File: config.mk
export PLATFORM = sky130hd
export DESIGN_NAME = ram_port_arbiter
export DESIGN_NICKNAME = d
export VERILOG_FILES = /design/src/rtl/ram_port_arbiter.sv
export SDC_FILE = /design/constraint.sdc
export NUM_CORES = 1
export LEC_CHECK = 0
export BUFFER_PORTS_ARGS = -buffer_cell sky130_fd_sc_hd__buf_2
export CORE_MARGIN = 1.5
export CORE_UTILIZATION = 50
export DETAILED_ROUTE_END_ITERATION = 7
export GPL_ROUTABILITY_DRIVEN = 0
export PLACE_DENSITY = 0.82
export SETUP_SLACK_MARGIN = 0.15
export SLEW_MARGIN = 25
export SYNTH_ARGS = -nofsm -noshare
export SYNTH_HDL_FRONTEND = slang
export SYNTH_SLANG_ARGS = --single-unit
File: constraint.sdc
create_clock -name clk -period 2.7 [get_ports clk]
set_input_delay 0.27 -clock clk [delete_from_list [all_inputs] [get_ports clk]]
set_output_delay 0.27 -clock clk [all_outputs]
set_load 0.05 [all_outputs]
File: src/rtl/ram_port_arbiter.sv
`timescale 1ns/1ps
// ram_port_arbiter: serialises CPU and I/O-DMA accesses onto one single-port RAM (IDLE/ISSUE/WAIT).
// Optional macro ROUND_ROBIN_EN: alternate ports on contention; undefined = fixed CPU-over-I/O priority.
module ram_port_arbiter #(
  parameter int AW       = 16,
  parameter int RD_LAT   = 1,
  parameter int MAX_LOCK = 4
) (
  input  logic          clk,
  input  logic          rst,
  input  logic          cpu_req,
  input  logic          cpu_we,
  input  logic [AW-1:0] cpu_addr,
  input  logic [7:0]    cpu_wdata,
  output logic [7:0]    cpu_rdata,
  output logic          cpu_ack,
  output logic          cpu_stall,
  input  logic          io_req,
  input  logic          io_we,
  input  logic [AW-1:0] io_addr,
  input  logic [7:0]    io_wdata,
  input  logic          io_lock,
  output logic [7:0]    io_rdata,
  output logic          io_ack,
  output logic          ram_en,
  output logic          ram_we,
  output logic [AW-1:0] ram_addr,
  output logic [7:0]    ram_wdata,
  input  logic [7:0]    ram_rdata,
  output logic [1:0]    grant,
  output logic          busy
);

  localparam int CW = $clog2(MAX_LOCK + 1);

  typedef enum logic [1:0] {IDLE = 2'd0, ISSUE = 2'd1, WAIT = 2'd2} state_t;

  state_t        state_q, state_d;
  logic [2:0]    lat_cnt_q, lat_cnt_d;
  logic [1:0]    grant_q, grant_d;
  logic [AW-1:0] ram_addr_q, ram_addr_d;
  logic [7:0]    ram_wdata_q, ram_wdata_d;
  logic          ram_we_q, ram_we_d;
  logic [7:0]    cpu_rdata_q, cpu_rdata_d;
  logic [7:0]    io_rdata_q, io_rdata_d;
  logic          cpu_ack_q, cpu_ack_d;
  logic          io_ack_q, io_ack_d;
  logic          lock_pend_q, lock_pend_d;
  logic [CW-1:0] lock_cnt_q, lock_cnt_d;
  logic          lock_ok, io_pref, io_wins, any_req;

  assign any_req = cpu_req | io_req;
  assign lock_ok = lock_pend_q && (lock_cnt_q < CW'(MAX_LOCK));

`ifdef ROUND_ROBIN_EN
  logic rr_io_q, rr_io_d;

  // A pending lock decides on its own; the pointer only breaks plain contention.
  assign io_pref = rr_io_q & ~lock_pend_q;

  always_comb begin
    rr_io_d = rr_io_q;
    if (state_q == IDLE && any_req) rr_io_d = ~io_wins;
  end

  always_ff @(posedge clk or posedge rst) begin
    if (rst) rr_io_q <= 1'b0;
    else     rr_io_q <= rr_io_d;
  end
`else
  assign io_pref = 1'b0;
`endif

  assign io_wins = io_req && (!cpu_req || lock_ok || io_pref);

  always_comb begin
    state_d     = state_q;
    lat_cnt_d   = lat_cnt_q;
    grant_d     = grant_q;
    ram_addr_d  = ram_addr_q;
    ram_wdata_d = ram_wdata_q;
    ram_we_d    = ram_we_q;
    cpu_rdata_d = cpu_rdata_q;
    io_rdata_d  = io_rdata_q;
    cpu_ack_d   = 1'b0;
    io_ack_d    = 1'b0;
    lock_pend_d = lock_pend_q;
    lock_cnt_d  = lock_cnt_q;
    case (state_q)
      IDLE: begin
        if (any_req) begin
          state_d = ISSUE;
          if (io_wins) begin
            grant_d     = 2'b10;
            ram_addr_d  = io_addr;
            ram_wdata_d = io_wdata;
            ram_we_d    = io_we;
            if (lock_ok) lock_cnt_d = lock_cnt_q + CW'(1);
          end else begin
            grant_d     = 2'b01;
            ram_addr_d  = cpu_addr;
            ram_wdata_d = cpu_wdata;
            ram_we_d    = cpu_we;
            lock_pend_d = 1'b0;
            lock_cnt_d  = '0;
          end
        end
      end
      ISSUE: begin
        state_d   = WAIT;
        lat_cnt_d = 3'(RD_LAT);
      end
      WAIT: begin
        if (lat_cnt_q == 3'd1) begin
          state_d = IDLE;
          grant_d = 2'b00;
          if (grant_q[1]) begin
            io_ack_d    = 1'b1;
            lock_pend_d = io_lock;
            if (!io_lock) lock_cnt_d = '0;
            if (!ram_we_q) io_rdata_d = ram_rdata;
          end else begin
            cpu_ack_d = 1'b1;
            if (!ram_we_q) cpu_rdata_d = ram_rdata;
          end
        end else begin
          lat_cnt_d = lat_cnt_q - 3'd1;
        end
      end
      default: state_d = IDLE;
    endcase
  end

  always_ff @(posedge clk or posedge rst) begin
    if (rst) begin
      state_q     <= IDLE;
      lat_cnt_q   <= '0;
      grant_q     <= '0;
      ram_addr_q  <= '0;
      ram_wdata_q <= '0;
      ram_we_q    <= 1'b0;
      cpu_rdata_q <= '0;
      io_rdata_q  <= '0;
      cpu_ack_q   <= 1'b0;
      io_ack_q    <= 1'b0;
      lock_pend_q <= 1'b0;
      lock_cnt_q  <= '0;
    end else begin
      state_q     <= state_d;
      lat_cnt_q   <= lat_cnt_d;
      grant_q     <= grant_d;
      ram_addr_q  <= ram_addr_d;
      ram_wdata_q <= ram_wdata_d;
      ram_we_q    <= ram_we_d;
      cpu_rdata_q <= cpu_rdata_d;
      io_rdata_q  <= io_rdata_d;
      cpu_ack_q   <= cpu_ack_d;
      io_ack_q    <= io_ack_d;
      lock_pend_q <= lock_pend_d;
      lock_cnt_q  <= lock_cnt_d;
    end
  end

  // ram_en decodes straight from state so a reset drops it without waiting for an edge.
  assign ram_en    = (state_q == ISSUE);
  assign ram_we    = ram_we_q;
  assign ram_addr  = ram_addr_q;
  assign ram_wdata = ram_wdata_q;
  assign cpu_rdata = cpu_rdata_q;
  assign io_rdata  = io_rdata_q;
  assign cpu_ack   = cpu_ack_q;
  assign io_ack    = io_ack_q;
  assign cpu_stall = cpu_req & ~cpu_ack_q;
  assign grant     = grant_q;
  assign busy      = (state_q != IDLE);

endmodule

---- After elaboration in Yosys (flattened, before gate mapping) ----
Cells that the tools add are included.
cells by class
  magnitude comparators ................... 1
  equal/unequal tests ..................... 10
  bitwise gates (word level) .............. 5
  multiplexer cells ....................... 29
  add/sub/neg operators ................... 2
  reductions and logical operators ........ 16
operators by type and width
  operator               count
  $mux W3                7
  $mux W16               1
  $ne A2 B2 Y1 const B   6
  $pmux W3 S2            2
  $mux W1                11
  $mux W2                4
  $mux W8                1
  $reduce_and A4 Y1      2
  $pmux W2 S3            1
  $reduce_and A2 Y1      3
  $reduce_and A6 Y1      1
  $reduce_bool A2 Y1     3
  $reduce_and A5 Y1      1
  $pmux W2 S2            1
  $add A3 B1 Y3 const B  1
  $eq A3 B1 Y1 const B   1
  $lt A3 B3 Y1 const B   1
  $ne A3 B3 Y1 const B   1
  $not A1 Y1             3
  $reduce_and A3 Y1      1
  $sub A3 B1 Y3 const B  1
  $eq A2 B1 Y1 const B   1
  $eq A2 B2 Y1 const B   1
  $logic_and A1 B1 Y1    2
  other kinds (6)        6
storage, ports and cells
  register bits ........................... 54
  input port bits ......................... 63

---- Depth between registers and ports, before layout ----
Gate-level depths: netlist (run 1).
  depth after elaboration ................. 7
  depth in mapped cells ................... 7
  gate-level depth less buffers ........... 6

---- Least setup slack after synthesis (run 1) ----
Ideal clock, no wire load.
  path type ............................... register to register
  from .................................... register lat_cnt_q[1]
  to ...................................... register cpu_rdata_q[0], in the netlist cpu_rdata[0]
  clock period less this slack ............ 1.809 ns
  arrival time ............................ 1.684 ns
  stages on the path, launching flop included .. 7
  buffers on the path ..................... 0
  data required time ...................... 2.575 ns
  path slack .............................. 0.891 ns
  cell sequence ........................... dfrtp_1 -> inv_1 -> ha_1 -> nor2b_1 -> nand2_2 -> nor3_4 -> mux2_2
between the ends
  longest elaborated chain between the ends .. 2
ends and longest elaborated chain
  element                             line  text
  start, declared                     39    logic [2:0] lat_cnt_q, lat_cnt_d;
  start signal, assigned              150   lat_cnt_q <= lat_cnt_d;
  $eq A3 B1 Y1                        114   if (lat_cnt_q == 3'd1) begin
  $reduce_and A4 Y1 (no source line)  --
  end signal, assigned                155   cpu_rdata_q <= cpu_rdata_d;
  end, declared                       44    logic [7:0] cpu_rdata_q, cpu_rdata_d;
Every way passes these cells.
A chain may end at the register's enable or synchronous reset.

---- Final worst setup path (run 1) ----
  from .................................... register lat_cnt_q[1]
  to ...................................... register cpu_rdata_q[2], in the netlist cpu_rdata[2]
Same word-level chain as after synthesis.

==> impl_results.md, run 1 <==
* Sw Share at 0.523
* Placed instance area at 3120 µm²
* Max-slew violation count at 0
* Synth area leader: dfrtp_1
* Synth Area in XOR/XNOR at 0
* Number of global-route vias before repair at 1851
* GRT overflow at 0
* Crit. End Element: flop
* R2R Path End: cpu_rdata[2]
* Vias per inst at 5.06
* Final Cycle Share at 0.763
* PortBufs at 110
* Async set-reset flop share out of synthesis at 1.00
* Final Hold Viols at 0
* Simple-Gate Fraction of Synth Area at 0.115
* Post-Synth Adder-Cell Area at 0.0150
* Max FO, Critical Path at 8
* Combinational fraction of design power at 0.572
* Vias post-DR at 2000
* FF/Latch Area at 1350 µm²
* Max Freq at 485 MHz
* Netlist cell types at 42
* Seq/Total Area, Yosys at 0.539
* Post-route DRC violation count at 0
* CTS tree: yes
* Most Crowded Layer GR: met2
* Routed wire per std cell at 13.0 µm
* Worst Setup EP: cpu_rdata[2]
* Synthesized cell area at 2500 µm²
* Post-DP HPWL at 3770 µm
* Measured slew at the worst slew-check pin at 0.527 ns
* Pre-antenna DRT Iters at 4
* Max Cap Violations at 0
* Clock Pin Slew Worst Setup and Hold Paths at 0.09 ns
* Sequential power share at 0.314
* Pint at 2.18 mW
* Sw power at 2.38 mW
* Clock power share at 0.114
* RSZ-0062 raised after global routing: no
* Mapped Nets at 284
* Initial antenna violation count at 0
* Pwr/cell area at 1410 nW/µm²
* Vert. Die Dim at 73.8 µm
* FF-to-FF path depth at 6
* Post-Synthesis Cells at 218
* Critical Path AT at 2.25 ns
* CP Data Required Time at 2.89 ns
* Final core occ at 0.676
* Final Critical Period at 2.06 ns
* Fin Setup TNS at 0 ns
* R2R Setup Slk at 0.64 ns
* Clk_lat worst skew at 0.29 ns
* Critical path class: flop to flop
* Fillcell total at 386
* Post-layout instance area at 3230 µm²
* Final setup violation count at 0
* Max_slew headroom at 0.647
* Dominant cells by area after synthesis: dfrtp_1 54%, mux2i_1 11%, mux2_2 7.2%, a21oi_1 5.2%, nor2_1 5.1%
* Number of synthesized flops with an enable pin at 0
* Critical Path Start: lat_cnt_q[1]
* Effective utilization at floorplan at 0.523
* Max Root-Sink Buffers at 2
* Routed Wire Length at 5150 µm
* Die width at 73.8 µm
* Lkg Pwr at 1.64 nW
* Worst reg2reg startpoint: lat_cnt_q[1]
* Avg Cell Area, Syn at 11.5 µm²
* Area Growth Syn to Fin at 29.1%
* Antenna Cells at 0
* Status: complete, no violations
* # H-tree levels at 2
* Site Rows at 25
* Synth top area share at 0.539
* Die area at 5440 µm²
* Area of the multi-input gates at 1070 µm²
* Most frequent cells in the layout: 110 x buf_2, 54 x dfrtp_1, 34 x nor2_1
* CP Launch Type: flop
* Met3 GRT Util at 0.0466
* Post_cts resized at 0
* First-pass GRT wire length at 8270 µm
* Sink Count at 54
* Post-synthesis mux area share at 0.186
* Setup Skew at 0.00423 ns
* Share of cells above drive strength 1 at 0.448
* Met1 Track Usage GR at 0.272
* Core ar. at 4790 µm²
* Antenna Nets Post-Route at 0
* Root buf cell: clkbuf_8
* Hold WC Path Type: primary input to flop
* VDD IR max at 820 µV
* Most common cell after layout, fill and taps aside: buf_2
* CTS Buf Count at 5
* Met2 usage at 0.317
* Iteration-0 DRC count of the detailed router at 92
* Ys Warns at 0
* Nets@finish at 393
* Compound-Gate Fraction of Synth Area at 0.107
* Synth Flop Type: dfrtp_1
* Tot GR Track Use at 0.201
* I/O pin cnt at 111
* Main combinational cell family by area after synthesis: multiplexers
* Largest net degree at the start of global routing at 53
* Flops & latches, synth at 54
synth_stat cells (all sizes together) (2+ instances only):
cell    number
mux2        17
o22a         2
a21oi       26
buf         11
nor2        35
mux2i       27
nor3         2
ha           3
nand2b       2
o21ai        5
nor2b        4
inv          7
dfrtp       54
nand2        3
worst min-delay path by stage:
stage	start	to	slack, ns	cells after the start
final	ram_rdata[7]	io_rdata[7]	0.22	2
after detailed placement	rst	ram_addr[10]	0.26	2
after CTS	ram_rdata[7]	io_rdata[7]	0.21	2
after floorplan	ram_rdata[0]	io_rdata[0]	0.42	1
after global placement	rst	ram_addr[10]	0.26	2
after global routing	ram_rdata[7]	cpu_rdata[7]	0.21	2
routing by layer:
metal  vias to the layer above  routed length [µm]
li1                        978                   -
met3                         4                 337
met2                        92                2510
met5                         -                   0
met1                       926                2280
met4                         0                  24
cell type report:
cell class              instances  area share
well taps                      67      0.0259
clock inverters                 1     0.00928
multi-input cells             145       0.331
flip-flops and latches         54       0.418
repair buffers                114       0.184
inverters                       7     0.00812
clock buffers                   7      0.0236
metrics by stage:
stage | total power [mW] | worst slack, ns | instances | hold slack [ns]
finish | 4.56 | 0.639 | 395 | 0.215
detailed placement | 4.05 | 0.687 | 386 | 0.263
CTS | 4.59 | 0.624 | 395 | 0.211
floorplan | 3.48 | 0.891 | 218 | 0.420
global placement | 4.00 | 0.767 | 386 | 0.255
global route | 4.82 | 0.495 | 395 | 0.212
registers in the layout, summed over array words and instances (netlist names):
register,count
ram_we,1
ram_addr,16
cpu_ack,1
io_ack,1
state_q,2
lock_pend_q,1
ram_wdata,8
io_rdata,8
cpu_rdata,8
lock_cnt_q,3
lat_cnt_q,3
grant,2
power by group through the flow:
| stage | sequential (mW) | clock, mW | combinational (mW) |
|---|---|---|---|
| CTS | 1.43 | 0.536 | 2.62 |
| global placement | 1.43 | 0 | 2.57 |
| floorplan | 2.54 | 0 | 0.944 |
| finish | 1.43 | 0.521 | 2.60 |
| detailed placement | 1.43 | 0 | 2.62 |
| global route | 1.48 | 0.565 | 2.77 |
kinds of logic (layout without fill, tap and decap cells):
kind of cell,after synthesis,count (layout)
flip-flops,54,54
multiplexers,44,44
buffers and inverters,19,129
adder cells (fa/ha/maj),3,3
AND/OR/NAND/NOR,55,55
AO/OA/AOI/OAI,43,43
critical path, cell delays in order (launching register included):
cell and delay [ns]:
dfrtp_1 0.39, inv_1 0.10, ha_1 0.18, nor2b_1 0.41, nand2_2 0.14, nor3_4 0.34
mux2_2 0.39
what timing repair did:
item                                   4_1_cts  5_1_grt
endpoints found under the hold margin       16        0
hold buffers                                 1        0
setup endpoints to repair                    0        0
buffers inserted                             0        0
Note: power is estimated with default switching activity, not from simulation.
==> run 2, diff against run 1 <==
- CORE_UTILIZATION: 50 -> 47
- PLACE_DENSITY: 0.82 -> 0.78
- clock period: 2.7 -> 1.9 ns (I/O delays scaled with it)
==> run 2 against run 1 <==
Net effect: sequential share of layout area is 1.3 points lower; wire length rose by 6.4%; die area up 6.1%; sequential power rose by 39%; total power is 45% higher; hold slack got worse by 0.099 ns; largest cell class unchanged.
==> impl_results.md, run 2 (synthesis gave the netlist of run 1 again) <==
* Status: complete, no violations
* Clock Pin Slew Worst Setup and Hold Paths at 0.11 ns (+0.02 ns)
* GRT overflow at 0 (unchanged)
* CP max stage cell: dfrtp_1
* Nets@finish at 402 (+2.3%)
* Hold path depth at 2 (unchanged)
* Number of global-route vias before repair at 2103 (+14%)
* Final Critical Period at 1.68 ns (-0.383 ns)
* Critical Path Stages at 5 (-1)
* Area Growth Syn to Fin at 33.4%
* Antenna Cells at 0 (unchanged)
* Critical Path AT at 1.88 ns (-0.37 ns)
* PortBufs at 110 (unchanged)
* Max-slew violation count at 0 (unchanged)
* Vert. Die Dim at 76.0 µm (+3.0%)
* Hold WC Path Type: primary input to flop
* Vias post-DR at 2024 (+1.2%)
* CTS Buf Count at 5 (unchanged)
* Most frequent cells in the layout: 110 x buf_2, 53 x dfrtp_1, 34 x nor2_1
* Antenna Nets Post-Route at 0 (unchanged)
* CP Launch Type: flop
* Core ar. at 5110 µm² (+6.7%)
* Routed Wire Length at 5490 µm (+6.4%)
* Max Cap Violations at 0 (unchanged)
* Fillcell total at 428 (+11%)
* Iteration-0 DRC count of the detailed router at 45 (-51%)
* Buffers plus inverters on the worst setup path at 1 (unchanged)
* Initial antenna violation count at 0 (unchanged)
* Root buf cell: clkbuf_8
* Pre-CTS setup slack at -0.0213 ns (-0.708 ns)
* Max Root-Sink Buffers at 2 (unchanged)
* Critical path class: flop to flop
* Vias per inst at 4.97 (-1.8%)
* Crit. End Element: flop
* Clk_lat worst skew at 0.31 ns (+0.02 ns)
* Measured slew at the worst slew-check pin at 0.586 ns (+0.0583 ns)
* # H-tree levels at 2 (unchanged)
* Top delay family on crit path: simple AND/OR/NAND/NOR gates
* Final Hold Viols at 0 (unchanged)
* Final Cycle Share at 0.883 (+0.120)
* Max Freq at 596 MHz (+23%)
* Tot GR Track Use at 0.198 (-0.00276)
* Post-route DRC violation count at 0 (unchanged)
* Die width at 76.0 µm (+3.0%)
* Final setup violation count at 0 (unchanged)
* First-pass GRT wire length at 9290 µm (+12%)
* CP Data Required Time at 2.10 ns (-0.79 ns)
* Post-DP HPWL at 4080 µm (+8.3%)
* Routed wire per std cell at 13.5 µm (+3.3%)
* Site Rows at 26 (+4.0%)
* Die area at 5780 µm² (+6.1%)
* Pwr Total at 6.59 mW (+45%)
* Share of cells above drive strength 1 at 0.490 (+0.0414)
* Pre-antenna DRT Iters at 4 (unchanged)
* Final setup margin at 0.222 ns (-0.417 ns)
* FF-to-FF path depth at 5 (-1)
* Setup Skew at 0.0116 ns (+0.00740 ns)
* VDD IR max at 961 µV (+17%)
* I/O pin cnt at 111 (unchanged)
* RSZ-0062 raised after global routing: no
* Pwr/cell area at 1970 nW/µm² (+40%)
* Number of flip-flops in the largest register at 16 (unchanged)
* Max FO, Critical Path at 8 (unchanged)
* Worst path max stage delay at 0.43 ns (+0.02 ns)
* Largest net degree at the start of global routing at 33 (-38%)
* Sink Count at 54 (unchanged)
* Max_slew headroom at 0.609 (-0.0381)
* CTS tree: yes
* Critical-path cell list: and2b_1 > nand2_2 > nor3_4 > buf_12 > mux2_2
* Most common cell after layout, fill and taps aside: buf_2
* Final core occ at 0.654 (-0.0217)
* Effective utilization at floorplan at 0.490 (-0.0330)
* Lkg Pwr at 1.70 nW (+3.9%)
## run 2: cell type report
class	count	area (µm²)	area share
Clock buffer	5	68.8	0.0206
Multi-Input combinational cell	145	1100	0.328
Inverter	7	26.3	0.00787
Sequential cell	54	1350	0.405
Tap cell	70	87.6	0.0262
Clock inverter	3	28.8	0.00861
Timing Repair Buffer	123	679	0.203
## run 2: layer usage
metal / GRT usage / up-vias / routed length (µm)
met2: 0.347 / 90 / 2700
met1: 0.245 / 942 / 2310
li1: - / 988 / -
met3: 0.0551 / 4 / 433
met5: 0 / - / 0
met4: 0.0444 / 0 / 42
## run 2: where the power goes
part | switching [mW] | leakage, nW | internal [mW]
Clock | 0.407 | 0.0502 | 0.274
Combinational | 2.77 | 1.02 | 1.15
Sequential | 0.316 | 0.630 | 1.67
## run 2: worst paths after layout
kind / from / to / slack (ns)
max in group asynchronous: rst / lat_cnt_q[2] / 0.80
hold / removal: ram_rdata[0] / io_rdata[0] / 0.12
hold reg to reg: io_rdata[4] / io_rdata[4] / 0.51
min in group asynchronous: rst / ram_addr[12] / 0.49
setup reg to reg: state_q[0] / cpu_rdata[3] / 0.22
setup / recovery: state_q[0] / cpu_rdata[3] / 0.22
## run 2: timing repair
| item | 4_1_cts | 5_1_grt |
|---|---|---|
| endpoints found under the setup margin | 17 | 20 |
| endpoints found under the hold margin | 28 | 0 |
| pin swaps | 1 | 1 |
| buffers inserted | 3 | 1 |
| hold buffers | 1 | 0 |
| gates resized for setup | 4 | 5 |
## run 2: metrics by stage
step	hold slack (ns)	TNS, ns	instance area (µm²)	std cells
5_1_grt	0.112	0	3340	407
3_3_place_gp	0.291	0	3160	394
2_1_floorplan	0.340	0	2510	218
4_1_cts	0.111	0	3320	406
3_5_place_dp	0.295	-0.140	3160	394
6_report	0.117	0	3340	407
==> run 3, diff against run 2 <==
- CORE_UTILIZATION: 47 -> 50
- PLACE_DENSITY: 0.78 -> 0.82
- clock period: 1.9 -> 1.95 ns (I/O delays scaled with it)
==> run 3 against run 2 <==
Net effect: maximum frequency shrank 1.6%; clock skew shrank 0.0072 ns; flip-flop and latch count is the same; sequential power shrank 3%; hold slack gained 0.011 ns; die area shrank 5.8%; combinational power shrank 4%; wire length shrank 3.6%.
==> impl_results.md, run 3 (synthesis gave the netlist of run 1 again) <==
* Max Freq at 587 MHz (-1.6%)
* Sink Count at 54 (unchanged)
* Fillcell total at 393 (-8.2%)
* Lkg Pwr at 1.69 nW (-0.44%)
* Hold_ws at 0.128 ns (+0.0109 ns)
* Crit. End Element: flop
* Placed instance area at 3160 µm² (-0.20%)
* Clock power share at 0.117 (+0.014)
* Max Root-Sink Buffers at 2 (unchanged)
* Post-DP HPWL at 4050 µm (-0.68%)
* Final Hold Viols at 0 (unchanged)
* VDD IR max at 1000 µV (+4.3%)
* Site Rows at 25 (-3.8%)
* I/O pin cnt at 111 (unchanged)
* Pwr/cell area at 1940 nW/µm² (-1.6%)
* Root buf cell: clkbuf_8
* Setup Skew at 0.00445 ns (-0.00718 ns)
* Max-slew violation count at 0 (unchanged)
* Core ar. at 4790 µm² (-6.3%)
* Effective utilization at floorplan at 0.523 (+0.0330)
* Clock Pin Slew Worst Setup and Hold Paths at 0.10 ns (about the same)
* Iteration-0 DRC count of the detailed router at 95 (+110%)
* Die area at 5440 µm² (-5.8%)
* Max Cap Violations at 0 (unchanged)
* Routed wire per std cell at 13.2 µm (-1.9%)
* CP max stage cell: dfrtp_1
* Area Growth Syn to Fin at 32.7%
* Sw Share at 0.519 (-0.0101)
* Largest net degree at the start of global routing at 35 (+6.1%)
* Post-layout instance area at 3320 µm² (-0.49%)
* Vias per inst at 5.06 (+1.7%)
* Vert. Die Dim at 73.8 µm (-2.9%)
* Measured slew at the worst slew-check pin at 0.455 ns (-0.131 ns)
* Final Cycle Share at 0.874 (-0.00904)
* Placed cells at 389 (-1.3%)
* Hold WC Path Type: primary input to flop
* Most common cell after layout, fill and taps aside: buf_2
* Fin Setup TNS at 0 ns (unchanged)
* Final setup violation count at 0 (unchanged)
* Critical path class: flop to flop
* Max_slew headroom at 0.696 (+0.0874)
* Max FO, Critical Path at 8 (unchanged)
* Clk_lat worst skew at 0.31 ns (about the same)
* Pwr Total at 6.45 mW (-2.0%)
* Antenna Nets Post-Route at 0 (unchanged)
* PortBufs at 110 (unchanged)
* CP Launch Type: flop
* Vias post-DR at 2024 (unchanged)
* Pre-antenna DRT Iters at 4 (unchanged)
* Final Critical Period at 1.70 ns (+0.0265 ns)
* Initial antenna violation count at 0 (unchanged)
* Final setup margin at 0.245 ns (+0.0235 ns)
* Number of global-route vias before repair at 1804 (-14%)
* Tot GR Track Use at 0.200 (+0.00194)
* First-pass GRT wire length at 8240 µm (-11%)
* Nets@finish at 398 (-1.0%)
* Critical Path AT at 1.90 ns (+0.02 ns)
* Pint at 3.10 mW (about the same)
* Post-Layout Cell Count at 400 (-1.7%)
* Combinational fraction of design power at 0.583 (-0.012)
* Sw power at 3.35 mW (-3.9%)
* Number of flip-flops in the largest register at 16 (unchanged)
* Antenna Cells at 0 (unchanged)
* GRT overflow at 0 (unchanged)
* Final core occ at 0.695 (+0.0405)
* CTS Buf Count at 5 (unchanged)
* Critical-path cell list: ha_2 > and4bb_2 > and2_1 > nand2b_4 > mux2_2
* Routed Wire Length at 5290 µm (-3.6%)
* CP Data Required Time at 2.15 ns (+0.05 ns)
* Sequential power share at 0.300 (-0.002)
* Most frequent cells in the layout: 110 x buf_2, 54 x dfrtp_1, 34 x nor2_1
* Pre-CTS setup slack at -0.0311 ns (-0.00982 ns)
* Worst path max stage delay at 0.43 ns (about the same)
* Share of cells above drive strength 1 at 0.471 (-0.0181)
* Post-route DRC violation count at 0 (unchanged)
* # H-tree levels at 2 (unchanged)
* Status: complete, no violations
* RSZ-0062 raised after global routing: no
* R2R Setup Slk at 0.25 ns (+0.02 ns)
* Die width at 73.8 µm (-2.9%)
* CTS tree: yes
run 3: cell count changes in the layout (fill, tap and decap cells not counted), sizes merged:
cell | previous run | this run
clkinv | 2 | 1
buf | 122 | 118
bufinv | 0 | 1
run 3: repair_timing:
item                                    CTS  global route
hold buffers                              1             0
setup buffers                             2             0
endpoints found under the setup margin   16            18
endpoints found under the hold margin    20             0
pin swaps                                 1             1
gates resized for setup                   3             2
run 3: cell type report:
cell class,instances,area (µm²),area share
well taps,67,83.8,0.0252
repair buffers,119,662,0.199
multi-input cells,145,1090,0.327
inverters,7,26.3,0.00790
clock buffers,5,68.8,0.0207
clock inverters,3,43.8,0.0132
flip-flops and latches,54,1350,0.406
run 3: path summary, 6_finish.rpt:
kind                                to  cells after the start         start
setup / recovery           io_rdata[7]                      5  lat_cnt_q[0]
hold / removal             io_rdata[0]                      2  ram_rdata[0]
setup reg to reg           io_rdata[7]                      5  lat_cnt_q[0]
hold reg to reg               grant[0]                      1      grant[0]
max in group asynchronous  io_rdata[1]                      4           rst
min in group asynchronous  ram_addr[8]                      3           rst
run 3: power groups by stage:
stage / registers (mW) / logic, mW / clock network (mW)
2_1_floorplan: 3.52 / 1.31 / 0
3_3_place_gp: 1.94 / 3.65 / 0
3_5_place_dp: 1.94 / 3.73 / 0
4_1_cts: 1.94 / 3.77 / 0.770
5_1_grt: 2.01 / 3.99 / 0.807
6_report: 1.94 / 3.76 / 0.754
run 3: worst max-delay path: cells and delay by family (launching register included):
family	cells	cell delay, ns
and+or+nand+nor	3	0.58
DFF	1	0.43
muxes	1	0.35
adders and majority gates	1	0.22
run 3: per-layer routing:
| metal | track usage | share of wire | vias up | wire [µm] |
|---|---|---|---|---|
| met5 | 0 | 0 | - | 0 |
| li1 | - | - | 990 | - |
| met4 | 0.0720 | 0.013 | 0 | 70 |
| met2 | 0.318 | 0.48 | 89 | 2520 |
| met3 | 0.0645 | 0.075 | 7 | 396 |
| met1 | 0.256 | 0.43 | 938 | 2300 |
